[src/rtl/axil_cmd_master.sv]
// axil_cmd_master: single-outstanding AXI4-Lite master bridge.
// A CPU-side command (read or write) is turned into exactly one AXI4-Lite
// transaction; read data and error status come back on a registered
// response port that holds until rsp_ready.
//
// Optional feature: define AXIL_CMD_MASTER_TIMEOUT_EN to enable a watchdog
// that aborts any slave wait lasting TIMEOUT_CYCLES cycles and reports it
// as an error response. Without the macro the block waits indefinitely.
//
// Handshake rule on every channel (cmd, rsp, aw, w, b, ar, r): a transfer
// happens on a rising aclk edge where valid and ready are both high; once a
// valid is raised it stays high with a stable payload until its transfer
// (the only exception is the watchdog abort path).
//
// dbg_state exposes the FSM state encoding:
//   0 IDLE, 1 WR_REQ, 2 WR_RESP, 3 RD_REQ, 4 RD_DATA, 5 RESP.
module axil_cmd_master #(
  parameter int ADDR_WIDTH = 32,
  parameter int DATA_WIDTH = 32,
  parameter int STRB_WIDTH = DATA_WIDTH / 8,
  parameter logic [2:0] AXPROT = 3'b000,
  parameter int TIMEOUT_CYCLES = 1024
) (
  input  logic                  aclk,
  input  logic                  aresetn,
  // command port
  input  logic                  cmd_valid,
  output logic                  cmd_ready,
  input  logic                  cmd_write,
  input  logic [ADDR_WIDTH-1:0] cmd_addr,
  input  logic [DATA_WIDTH-1:0] cmd_wdata,
  input  logic [STRB_WIDTH-1:0] cmd_wstrb,
  // response port
  output logic                  rsp_valid,
  input  logic                  rsp_ready,
  output logic [DATA_WIDTH-1:0] rsp_rdata,
  output logic                  rsp_error,
  // write address channel
  output logic [ADDR_WIDTH-1:0] m_axil_awaddr,
  output logic [2:0]            m_axil_awprot,
  output logic                  m_axil_awvalid,
  input  logic                  m_axil_awready,
  // write data channel
  output logic [DATA_WIDTH-1:0] m_axil_wdata,
  output logic [STRB_WIDTH-1:0] m_axil_wstrb,
  output logic                  m_axil_wvalid,
  input  logic                  m_axil_wready,
  // write response channel
  input  logic [1:0]            m_axil_bresp,
  input  logic                  m_axil_bvalid,
  output logic                  m_axil_bready,
  // read address channel
  output logic [ADDR_WIDTH-1:0] m_axil_araddr,
  output logic [2:0]            m_axil_arprot,
  output logic                  m_axil_arvalid,
  input  logic                  m_axil_arready,
  // read data channel
  input  logic [DATA_WIDTH-1:0] m_axil_rdata,
  input  logic [1:0]            m_axil_rresp,
  input  logic                  m_axil_rvalid,
  output logic                  m_axil_rready,
  // state observation
  output logic [2:0]            dbg_state
);

  typedef enum logic [2:0] {
    S_IDLE    = 3'd0,
    S_WR_REQ  = 3'd1,
    S_WR_RESP = 3'd2,
    S_RD_REQ  = 3'd3,
    S_RD_DATA = 3'd4,
    S_RESP    = 3'd5
  } state_t;

  state_t state;
  logic   wd_expired;

  assign m_axil_awprot = AXPROT;
  assign m_axil_arprot = AXPROT;
  assign dbg_state     = state;

`ifdef AXIL_CMD_MASTER_TIMEOUT_EN
  localparam int WD_W = $clog2(TIMEOUT_CYCLES + 1);

  logic [WD_W-1:0] wd_cnt;
  logic            wd_wait;

  assign wd_wait    = (state == S_WR_REQ) || (state == S_WR_RESP) ||
                      (state == S_RD_REQ) || (state == S_RD_DATA);
  assign wd_expired = wd_wait && (wd_cnt == WD_W'(TIMEOUT_CYCLES - 1));

  // Watchdog: held at zero while idle, counts each cycle spent waiting on the slave.
  always_ff @(posedge aclk or negedge aresetn) begin
    if (!aresetn) begin
      wd_cnt <= '0;
    end else if (state == S_IDLE) begin
      wd_cnt <= '0;
    end else if (wd_wait && !wd_expired) begin
      wd_cnt <= wd_cnt + 1'b1;
    end
  end
`else
  logic unused_timeout_cfg;

  assign unused_timeout_cfg = (TIMEOUT_CYCLES > 0);
  assign wd_expired         = 1'b0;
`endif

  // Main FSM: sequences one transaction and owns every registered output.
  always_ff @(posedge aclk or negedge aresetn) begin
    if (!aresetn) begin
      state          <= S_IDLE;
      cmd_ready      <= 1'b1;
      rsp_valid      <= 1'b0;
      rsp_rdata      <= '0;
      rsp_error      <= 1'b0;
      m_axil_awaddr  <= '0;
      m_axil_awvalid <= 1'b0;
      m_axil_wdata   <= '0;
      m_axil_wstrb   <= '0;
      m_axil_wvalid  <= 1'b0;
      m_axil_bready  <= 1'b0;
      m_axil_araddr  <= '0;
      m_axil_arvalid <= 1'b0;
      m_axil_rready  <= 1'b0;
    end else begin
      case (state)
        S_IDLE: begin
          if (cmd_valid) begin
            cmd_ready <= 1'b0;
            if (cmd_write) begin
              m_axil_awaddr  <= cmd_addr;
              m_axil_wdata   <= cmd_wdata;
              m_axil_wstrb   <= cmd_wstrb;
              m_axil_awvalid <= 1'b1;
              m_axil_wvalid  <= 1'b1;
              state          <= S_WR_REQ;
            end else begin
              m_axil_araddr  <= cmd_addr;
              m_axil_arvalid <= 1'b1;
              state          <= S_RD_REQ;
            end
          end
        end

        S_WR_REQ: begin
          // A channel counts as done once its valid has already dropped or
          // its handshake completes this edge; AW and W finish independently.
          if ((!m_axil_awvalid || m_axil_awready) &&
              (!m_axil_wvalid  || m_axil_wready)) begin
            m_axil_awvalid <= 1'b0;
            m_axil_awaddr  <= '0;
            m_axil_wvalid  <= 1'b0;
            m_axil_wdata   <= '0;
            m_axil_wstrb   <= '0;
            m_axil_bready  <= 1'b1;
            state          <= S_WR_RESP;
          end else if (wd_expired) begin
            m_axil_awvalid <= 1'b0;
            m_axil_awaddr  <= '0;
            m_axil_wvalid  <= 1'b0;
            m_axil_wdata   <= '0;
            m_axil_wstrb   <= '0;
            rsp_valid      <= 1'b1;
            rsp_error      <= 1'b1;
            rsp_rdata      <= '0;
            state          <= S_RESP;
          end else begin
            if (m_axil_awvalid && m_axil_awready) begin
              m_axil_awvalid <= 1'b0;
              m_axil_awaddr  <= '0;
            end
            if (m_axil_wvalid && m_axil_wready) begin
              m_axil_wvalid <= 1'b0;
              m_axil_wdata  <= '0;
              m_axil_wstrb  <= '0;
            end
          end
        end

        S_WR_RESP: begin
          if (m_axil_bvalid) begin
            m_axil_bready <= 1'b0;
            rsp_valid     <= 1'b1;
            rsp_error     <= (m_axil_bresp != 2'b00);
            rsp_rdata     <= '0;
            state         <= S_RESP;
          end else if (wd_expired) begin
            m_axil_bready <= 1'b0;
            rsp_valid     <= 1'b1;
            rsp_error     <= 1'b1;
            rsp_rdata     <= '0;
            state         <= S_RESP;
          end
        end

        S_RD_REQ: begin
          // The R channel is deliberately ignored here: rready stays low.
          if (m_axil_arready) begin
            m_axil_arvalid <= 1'b0;
            m_axil_araddr  <= '0;
            m_axil_rready  <= 1'b1;
            state          <= S_RD_DATA;
          end else if (wd_expired) begin
            m_axil_arvalid <= 1'b0;
            m_axil_araddr  <= '0;
            rsp_valid      <= 1'b1;
            rsp_error      <= 1'b1;
            rsp_rdata      <= '0;
            state          <= S_RESP;
          end
        end

        S_RD_DATA: begin
          if (m_axil_rvalid) begin
            m_axil_rready <= 1'b0;
            rsp_valid     <= 1'b1;
            rsp_rdata     <= m_axil_rdata;
            rsp_error     <= (m_axil_rresp != 2'b00);
            state         <= S_RESP;
          end else if (wd_expired) begin
            m_axil_rready <= 1'b0;
            rsp_valid     <= 1'b1;
            rsp_error     <= 1'b1;
            rsp_rdata     <= '0;
            state         <= S_RESP;
          end
        end

        S_RESP: begin
          if (rsp_ready) begin
            rsp_valid <= 1'b0;
            rsp_rdata <= '0;
            rsp_error <= 1'b0;
            cmd_ready <= 1'b1;
            state     <= S_IDLE;
          end
        end

        default: begin
          state     <= S_IDLE;
          cmd_ready <= 1'b1;
        end
      endcase
    end
  end

endmodule

[config.mk]
export PLATFORM = sky130hd
export DESIGN_NAME = axil_cmd_master
export DESIGN_NICKNAME = d
export VERILOG_FILES = /design/src/rtl/axil_cmd_master.sv
export SDC_FILE = /design/constraint.sdc
export NUM_CORES = 1
export LEC_CHECK = 0
export CAP_MARGIN = 5
export CORE_MARGIN = 8
export CORE_UTILIZATION = 39
export CTS_BUF_LIST = sky130_fd_sc_hd__clkbuf_8
export CTS_CLUSTER_DIAMETER = 60
export CTS_CLUSTER_SIZE = 20
export DETAILED_ROUTE_END_ITERATION = 10
export PLACE_DENSITY = 0.79
export SLEW_MARGIN = 10
export SYNTH_ARGS = -nofsm -noshare
export SYNTH_HDL_FRONTEND = slang
export SYNTH_SLANG_ARGS = --single-unit
[constraint.sdc]
create_clock -name aclk -period 1.71 [get_ports aclk]
set_input_delay 0.342 -clock aclk [delete_from_list [all_inputs] [get_ports aclk]]
set_output_delay 0.342 -clock aclk [all_outputs]
set_load 0.01 [all_outputs]
Word-level counts from Yosys, hierarchy flattened
Cells that the tools add are included.
{ "totals": {"wordCells": 113, "regBits": 143, "output_inout_bits": 149, "in_bits": 114} }
{ "classes": {"bitwise_logic": 1, "n_reduce_logical": 24, "mux": 59, "n_eq_ne": 15} }
{ "op_table": {"columns": ["cell", "count"], "rows": [
  ["32-bit 2-to-1 mux", 14],
  ["32-bit case mux with 2 select lines", 3],
  ["32-bit case mux with 3 select lines", 1],
  ["1-bit 2-to-1 mux", 20],
  ["3-bit 2-to-1 mux", 6],
  ["3-bit case mux with 6 select lines", 1],
  ["4-bit 2-to-1 mux", 4],
  ["2-bit != test, second input constant", 8],
  ["4-bit AND reduction", 4],
  ["2-bit nonzero test", 6],
  ["1-bit case mux with 2 select lines", 5],
  ["1-bit case mux with 3 select lines", 3],
  ["3-bit AND reduction", 3],
  ["4-bit case mux with 2 select lines", 1],
  ["3-bit by 2-bit == test with 1-bit output, second input constant", 2],
  ["3-bit == test, second input constant", 2],
  ["3-bit != test, second input constant", 2],
  ["6-bit AND reduction", 1],
  ["4-bit OR reduction", 1],
  ["3-bit by 1-bit == test with 1-bit output, second input constant", 1],
  ["1-bit logical AND", 3],
  ["3-bit zero test", 1],
  ["3-bit nonzero test", 1],
  ["1-bit zero test", 2],
  ["3 further kinds", 4]
]} }

Depth between registers and ports, before layout
Gate-level depths: netlist of the first run.
{ "depth": {"depth_word": 5, "mapped_depth": 7, "depth_no_buf": 4} }

Worst setup path after synthesis of the first run
No wires, ideal clock.
{ "synth_timing": {"path_type": "reg2reg", "from": "register state[1], in the netlist dbg_state[1]", "to": "register m_axil_araddr[10]", "path_buffers": 2, "t_required_ps": 1589, "path_stages_with_launch": 7, "t_arrival_ps": 1643, "setup_ps": 121, "setup_slack_ps": -54, "period_less_slack_ps": 1764, "cell_sequence": "dfrtp_1 -> buf_6 -> or4b_4 -> nand2_1 -> nand2_2 -> buf_6 -> a22o_1"} }
{ "synth_via": {"elab_chain_len": 3, "word_cells_on_any_way": 8, "cone_classes": "eq/ne (4); mux (1); reduce/logical (3)"} }
{ "synth_rtl": {"columns": ["element", "line_no", "text"], "rows": [
  ["from (decl)", "75", "state_t state;"],
  ["from (signal assigned)", "112", "state <= S_IDLE;"],
  ["from (signal assigned)", "137", "state <= S_WR_REQ;"],
  ["from (signal assigned)", "141", "state <= S_RD_REQ;"],
  ["3-bit by 2-bit == test with 1-bit output / 3-bit zero test (equally long branches)", "127", "case (state)"],
  ["2-bit != test (no line) / 2-bit nonzero test (equally long branches)", null, null],
  ["4-bit AND reduction (no line)", null, null],
  ["to (signal assigned)", "139", "m_axil_araddr <= cmd_addr;"],
  ["to (decl)", "53", "output logic [ADDR_WIDTH-1:0] m_axil_araddr,"]
]} }
Parallel ways exist; a longest one is shown, timed or not.
A chain may end at the register's enable or synchronous reset.

Final worst setup path of the first run
{ "layout_timing": {"from": "register state[1], in the netlist dbg_state[1]", "to": "register m_axil_araddr[21]"} }
The elaborated chain is that of the path after synthesis.

==> results of run 1 <==
## cell usage after synthesis (2+ instances only)
library cell / instances / share of area
a21oi_1: 8 / 0.0068
buf_2: 12 / 0.010
dfrtp_1: 142 / 0.60
o22ai_1: 2 / 0.0021
nor2_1: 4 / 0.0025
a21o_1: 3 / 0.0038
a21bo_1: 3 / 0.0051
mux2_1: 3 / 0.0057
nor2b_1: 17 / 0.018
nand2_1: 74 / 0.047
clkbuf_1: 21 / 0.013
buf_6: 4 / 0.0076
nor3b_1: 3 / 0.0038
nand4_1: 32 / 0.034
mux2_2: 11 / 0.021
o21ai_0: 39 / 0.033
mux2i_1: 2 / 0.0034
nand2_2: 2 / 0.0021
a22o_1: 55 / 0.082
inv_1: 5 / 0.0032
nor3_1: 2 / 0.0017
buf_4: 9 / 0.011
a21bo_2: 29 / 0.049
a31oi_1: 2 / 0.0021
## flip-flops by register name (all words and copies together) (netlist names)
signal / cells
m_axil_wstrb: 4
rsp_rdata: 32
m_axil_araddr: 32
m_axil_arvalid: 1
rsp_valid: 1
m_axil_wdata: 32
rsp_error: 1
m_axil_rready: 1
cmd_ready: 1
m_axil_wvalid: 1
m_axil_bready: 1
m_axil_awaddr: 32
dbg_state: 3
m_axil_awvalid: 1
## worst max-delay path by stage
stage                              to  slack [ns]         start  depth (start not counted)
floorplan           m_axil_araddr[10]       0.004  dbg_state[0]                          6
global placement     m_axil_wdata[13]       -0.48     cmd_valid                          4
detailed placement   m_axil_wdata[22]       -0.60     cmd_valid                          4
CTS                  m_axil_araddr[0]       -0.21  dbg_state[1]                          9
global route         m_axil_araddr[0]       -0.23  dbg_state[1]                          7
finish              m_axil_araddr[21]       -0.20  dbg_state[1]                          7
## cells by family after synthesis
logic type / after synthesis / synth area share
other cells: 1 / 0.000635
flops: 143 / 0.606
simple gates: 141 / 0.121
mux: 16 / 0.0301
buf+inv: 52 / 0.0464
compound gates: 150 / 0.196
## worst max-delay path, stage by stage, from the launching register on
cell and delay, ns:
dfrtp_2 0.42, buf_6 0.12, buf_6 0.11, or4b_4 0.50, buf_6 0.15, nand2_8 0.15
nand2_8 0.11, a22o_1 0.25
## layer usage
| layer | vias up | part of all wire | track usage |
|---|---|---|---|
| li1 | 2467 | - | - |
| met1 | 2733 | 0.40 | 0.249 |
| met2 | 256 | 0.50 | 0.344 |
| met3 | 35 | 0.080 | 0.0843 |
| met4 | 0 | 0.020 | 0.0699 |
| met5 | - | 0 | 0 |
## stage by stage
stage                     instance area [sq um]  power, uW  instances
after CTS                                  9710      17300       1002
final                                     10600      19500       1027
after global routing                      10600      20500       1027
after detailed placement                   8940      14000        946
after floorplan                            5940       9430        508
after global placement                     8940      13700        946
## layout make-up
cell class / instances / share of cell area
Clock inverter: 12 / 0.0183
Inverter: 5 / 0.00213
Tap cell: 188 / 0.0222
Timing Repair Buffer: 343 / 0.347
Clock buffer: 18 / 0.0234
Sequential cell: 143 / 0.339
Multi-Input combinational cell: 318 / 0.248
## placed cells by master (no fill, tap or decap), types with 6 or more instances in the layout
master and instances:
a21bo_2 20, a21bo_4 9, a22o_1 55, buf_12 15, buf_4 31, buf_6 25, clkbuf_16 10, clkbuf_8 18
clkdlybuf4s50_1 112, conb_1 6, dfrtp_1 140, dlygate4sd2_1 113, dlymetal6s2s_1 27, inv_1 6, mux2_2 11, nand2_1 45
nand2_2 11, nand2_4 16, nand2_8 8, nand4_1 32, nor2b_1 17, o21ai_1 9, o21ai_2 26
## power by group
group | leakage, uW | internal (uW) | total (uW) | switching [uW]
combinational | 0.00338 | 5850 | 11000 | 5120
sequential | 0.00186 | 4670 | 5510 | 841
clock | 0.000231 | 1750 | 3030 | 1280
## repair_timing
item / 4_1_cts / 5_1_grt
gates cloned: 9 / 13
setup endpoints to repair: 231 / 159
buffers inserted: 16 / 18
endpoints found under the hold margin: 27 / 0
pin swaps: 32 / 104
hold buffers: 1 / 0
gates resized for setup: 160 / 182
==> results by group, run 1 <==
Die
  – Core area: 15000 sq um
  – Effective utilization at floorplan: 0.394
  – Floorplan die area: 19300 sq um
  – Die height: 139 um
  – I/O pin cnt: 263
  – Floorplan die width: 139 um
  – Rows: 45

Yosys
  – Yosys warning total: 0
  – Avg Synthesized Cell Area: 11.7 sq um
  – Post-synth EDFFs: 0
  – Post-synth top flop: dfrtp_1
  – Yosys reg bits: 143
  – Post-synthesis async set-or-reset flop share: 1.00
  – Cell Area, Synth: 5910 sq um
  – Sequential element share of the synthesized area: 0.606
  – Number of distinct library cells after synthesis: 43
  – Mapped Cells: 503

Pwr
  – Leak Pwr: 0.00547 uW
  – Power per Cell Area: 1840 nW/um^2
  – Worst voltage drop across the vdd grid: 962 uV

Global routing
  – Maximum number of pins on one net before global-route repair: 59
  – Initial antenna violation count: 0
  – Vias in the first global route: 5711
  – Global-route wire length before repair: 32.2 mm
  – GR Util All Layers: 0.211
  – Overall overflow remaining after global route: 0

STA
  – Final critical-path share of the clock period: 1.12
  – Unrepaired setup endpoints after global routing: yes
  – Slew Limit Headroom: 0.485
  – Minimum clock period: 1.91 ns
  – Setup skew after layout: 0.0122 ns
  – FMAX: 524 MHz
  – Hold violation count in the final report: 0
  – Least-Margin Pin Slew: 0.767 ns
  – Max Slew Vio Count: 0
  – Post-layout worst setup margin: -0.198 ns
  – Hold slack final: 0.377 ns
  – Setup Viol. Count Final: 136
  – Total Negative Setup Slacks: -13.82 ns

Placement
  – Count of input and output buffers: 256
  – Gpl congestion: 0.803
  – Setup Slack @ Placement: -0.602 ns
  – Placed wire-length estimate: 13.8 mm

Worst setup path
  – Signal arrival time at the worst endpoint: 2.23 ns
  – Endpoint required time on the critical path: 2.03 ns
  – Sort of element at the start of the critical path: register
  – Maximum fanout along the worst path: 5
  – Reg2reg path depth: 7
  – Reg-to-reg setup timing slack: -0.20 ns
  – Kind of end point of the critical path: register
  – Worst flop-to-flop path startpoint: dbg_state[1]
  – Capture point of the worst reg-to-reg path: m_axil_araddr[21]
  – Worst Setup Path Type: register to register

Route
  – DRC violations left: 0
  – Initial drt markers: 307
  – Routed wire length: 22.7 mm
  – DRT Pass-1 Iters: 4
  – Drt wl/cell: 22.1 um
  – Via count of the routed design: 5491
  – Vias per inst: 5.35
  – Antenna-violating nets left: 0

Clock network
  – Clock edge transition at the registers on the reported setup and hold paths: 0.08 ns
  – Number of H-tree levels: 4
  – Total CTS buffers: 17
  – CTS Root Buffer Type: clkbuf_8
  – Clock sink total: 143
  – CTS tree: done
  – Clock latency on the worst-skew pair: 0.44 ns
  – Clock Tree Buf Depth: 2

Final layout
  – Share of the core filled with cells: 0.706
  – Net count of the finished layout: 942
  – Diodes inserted: 0
  – Multi-input combinational cell area: 2630 sq um
  – Growth of design area from synthesis to finish: 79.1%
  – Flip-flop and latch area: 3580 sq um
  – Fraction of final layout cells sized beyond drive strength 1: 0.285
  – FILL cells: 1016

Job
  – Number of maximum-capacitance violations: 0

Outcome
  – Failing checks: setup timing
  – Run status: finished with violations

Hold path
  – Classification of the worst-slack hold path: input port to async pin
No activity file was read; power rests on OpenSTA's default activity.
==> run 2: changes to the inputs <==
Settings changed: CAP_MARGIN 5 to default, PLACE_DENSITY 0.79 to 0.85.
==> results by group, run 2 (synthesis results as in run 1) <==
STA
  – Setup Viol. Count Final: 0 (-100%)
  – Hold violation count in the final report: 0 (unchanged)
  – FMAX: 601 MHz (+15%)
  – Setup skew after layout: 0.0135 ns (+0.00129 ns)
  – Hold slack final: 0.311 ns (-0.0661 ns)
  – Max Slew Vio Count: 0 (unchanged)
  – Total Negative Setup Slacks: 0 ns (+13.82 ns)
  – Minimum clock period: 1.66 ns (-0.245 ns)
  – Final critical-path share of the clock period: 0.973 (-0.143)

Worst setup path
  – Worst Setup Path Type: input port to register
  – List of cells traversed by the critical path: clkdlybuf4s50_1, or4b_4, nand2_2, nand2_8, a22o_1
  – CP top delay family: simple AND/OR/NAND/NOR gates
  – CP peak stage delay: 0.56 ns (+0.06 ns)
  – Buf/Inv on CP: 1 (-2)
  – Kind of end point of the critical path: register
  – Signal arrival time at the worst endpoint: 2.00 ns (-0.23 ns)
  – Endpoint required time on the critical path: 2.05 ns (+0.02 ns)
  – Maximum fanout along the worst path: 33 (+28)
  – Sort of element at the start of the critical path: input port
  – Critical path's slowest cell: clkdlybuf4s50_1

Clock network
  – Total CTS buffers: 17 (unchanged)
  – Clock edge transition at the registers on the reported setup and hold paths: 0.08 ns (about the same)
  – Clock Tree Buf Depth: 2 (unchanged)
  – Clock latency on the worst-skew pair: 0.45 ns (about the same)
  – CTS tree: done
  – Clock sink total: 143 (unchanged)
  – CTS Root Buffer Type: clkbuf_8
  – Number of H-tree levels: 4 (unchanged)

Final layout
  – Post-route insts no fill: 988 (-3.8%)
  – Commonest non-fill, non-tap cell in the layout: dfrtp_1
  – Flip-flop and latch area: 3580 sq um (about the same)
  – FILL cells: 1241 (+22%)
  – Growth of design area from synthesis to finish: 59.1%
  – Leading cell types in the layout, fill and taps excluded: dfrtp_1 (142), dlygate4sd2_1 (133), clkdlybuf4s50_1 (113)
  – Fraction of final layout cells sized beyond drive strength 1: 0.171 (-0.114)
  – Net count of the finished layout: 901 (-4.4%)
  – Multi-input combinational cell area: 2140 sq um (-18%)
  – Diodes inserted: 0 (unchanged)

Hold path
  – Classification of the worst-slack hold path: input port to async pin

Global routing
  – Vias in the first global route: 5422 (-5.1%)
  – Initial antenna violation count: 0 (unchanged)
  – Maximum number of pins on one net before global-route repair: 57 (-3.4%)
  – GR Util All Layers: 0.195 (-0.0163)
  – Global-route wire length before repair: 29.9 mm (-7.1%)
  – Overall overflow remaining after global route: 0 (unchanged)

Pwr
  – Worst voltage drop across the vdd grid: 960 uV (-0.16%)
  – Leak Pwr: 0.00474 uW (-13%)
  – Power per Cell Area: 1740 nW/um^2 (-5.6%)
  – Total power: 16400 uW (-16%)

Route
  – Drt wl/cell: 19.0 um (-14%)
  – Routed wire length: 18.8 mm (-17%)
  – Antenna-violating nets left: 0 (unchanged)
  – DRC violations left: 0 (unchanged)
  – DRT Pass-1 Iters: 4 (unchanged)
  – Vias per inst: 5.13 (-4.1%)
  – Initial drt markers: 242 (-21%)
  – Via count of the routed design: 5067 (-7.7%)

Job
  – Number of maximum-capacitance violations: 0 (unchanged)

Die
  – I/O pin cnt: 263 (unchanged)
  – Die height: 139 um (unchanged)
  – Effective utilization at floorplan: 0.394 (unchanged)
  – Floorplan die width: 139 um (unchanged)
  – Core area: 15000 sq um (unchanged)
  – Floorplan die area: 19300 sq um (unchanged)
  – Rows: 45 (unchanged)

Placement
  – Placed wire-length estimate: 13.7 mm (-0.68%)
  – Count of input and output buffers: 256 (unchanged)
  – Placed instance count: 951 (+0.53%)
  – Gpl congestion: 0.841 (+4.7%)

Outcome
  – Run status: completed
-- run 2: changes by cell type in the layout (fill, tap and decap cells not counted), moves of 5 or more --
cell | previous run | this run
a21bo_2 | 20 | 29
a21bo_4 | 9 | 0
buf_6 | 25 | 4
buf_8 | 5 | 0
clkbuf_16 | 10 | 1
dlygate4sd2_1 | 113 | 133
dlymetal6s2s_1 | 27 | 7
nand2_1 | 45 | 73
nand2_2 | 11 | 2
nand2_4 | 16 | 0
nand2_8 | 8 | 1
o21ai_0 | 5 | 38
o21ai_1 | 9 | 1
o21ai_2 | 26 | 1
-- run 2: path summary, 6_finish.rpt --
| path | from | end | slack, ns | depth (start not counted) |
|---|---|---|---|---|
| max reg2reg | dbg_state[0] | m_axil_araddr[9] | 0.07 | 4 |
| min in group aclk | m_axil_rdata[10] | rsp_rdata[10] | 0.43 | 3 |
| max | cmd_valid | m_axil_araddr[9] | 0.05 | 5 |
| max in group asynchronous | aresetn | cmd_ready | 0.78 | 3 |
| min | aresetn | m_axil_araddr[10] | 0.31 | 2 |
| min reg2reg | rsp_rdata[10] | rsp_rdata[10] | 0.47 | 2 |
-- run 2: through the flow --
stage / area (sq um) / utilization / setup WS (ns)
finish: 9400 / 0.628 / 0.0470
detailed placement: 9000 / 0.601 / -0.475
global route: 9400 / 0.628 / -0.0000329
CTS: 9310 / 0.621 / 0.000459
global placement: 9000 / 0.601 / -0.430
floorplan: 5940 / - / 0.00369
-- run 2: repair_timing --
action,CTS,global route
setup buffers,0,3
endpoints found under the setup margin,135,109
hold endpoints to repair,18,0
pin swaps,0,1
hold buffers,1,0
cloned,0,1
gates resized for setup,138,16
-- run 2: metal layers --
| layer | global-route usage | vias up | wire length, um |
|---|---|---|---|
| met5 | 0 | - | 0 |
| met4 | 0.0635 | 0 | 325 |
| met3 | 0.0740 | 26 | 1390 |
| met2 | 0.317 | 198 | 9010 |
| met1 | 0.233 | 2479 | 8030 |
| li1 | - | 2364 | - |
-- run 2: worst reg2reg max path, cell delays in order (launching register included) --
cell and delay [ns]:
dfrtp_1 0.40, or4b_4 0.53, nand2_2 0.12, nand2_8 0.16, a22o_1 0.32
-- run 2: cell type report --
type | instances | share of cell area
Inverter | 5 | 0.00200
Tap cell | 188 | 0.0250
Multi-Input combinational cell | 313 | 0.228
Timing Repair Buffer | 307 | 0.315
Clock inverter | 14 | 0.0228
Clock buffer | 18 | 0.0264
Sequential cell | 143 | 0.381
-- run 2: report_power, final --
part / switching [uW] / internal (uW) / total [uW]
clock network: 1360 / 1780 / 3140
logic: 3960 / 3940 / 7900
registers: 666 / 4660 / 5320
total: 5980 / 10400 / 16400
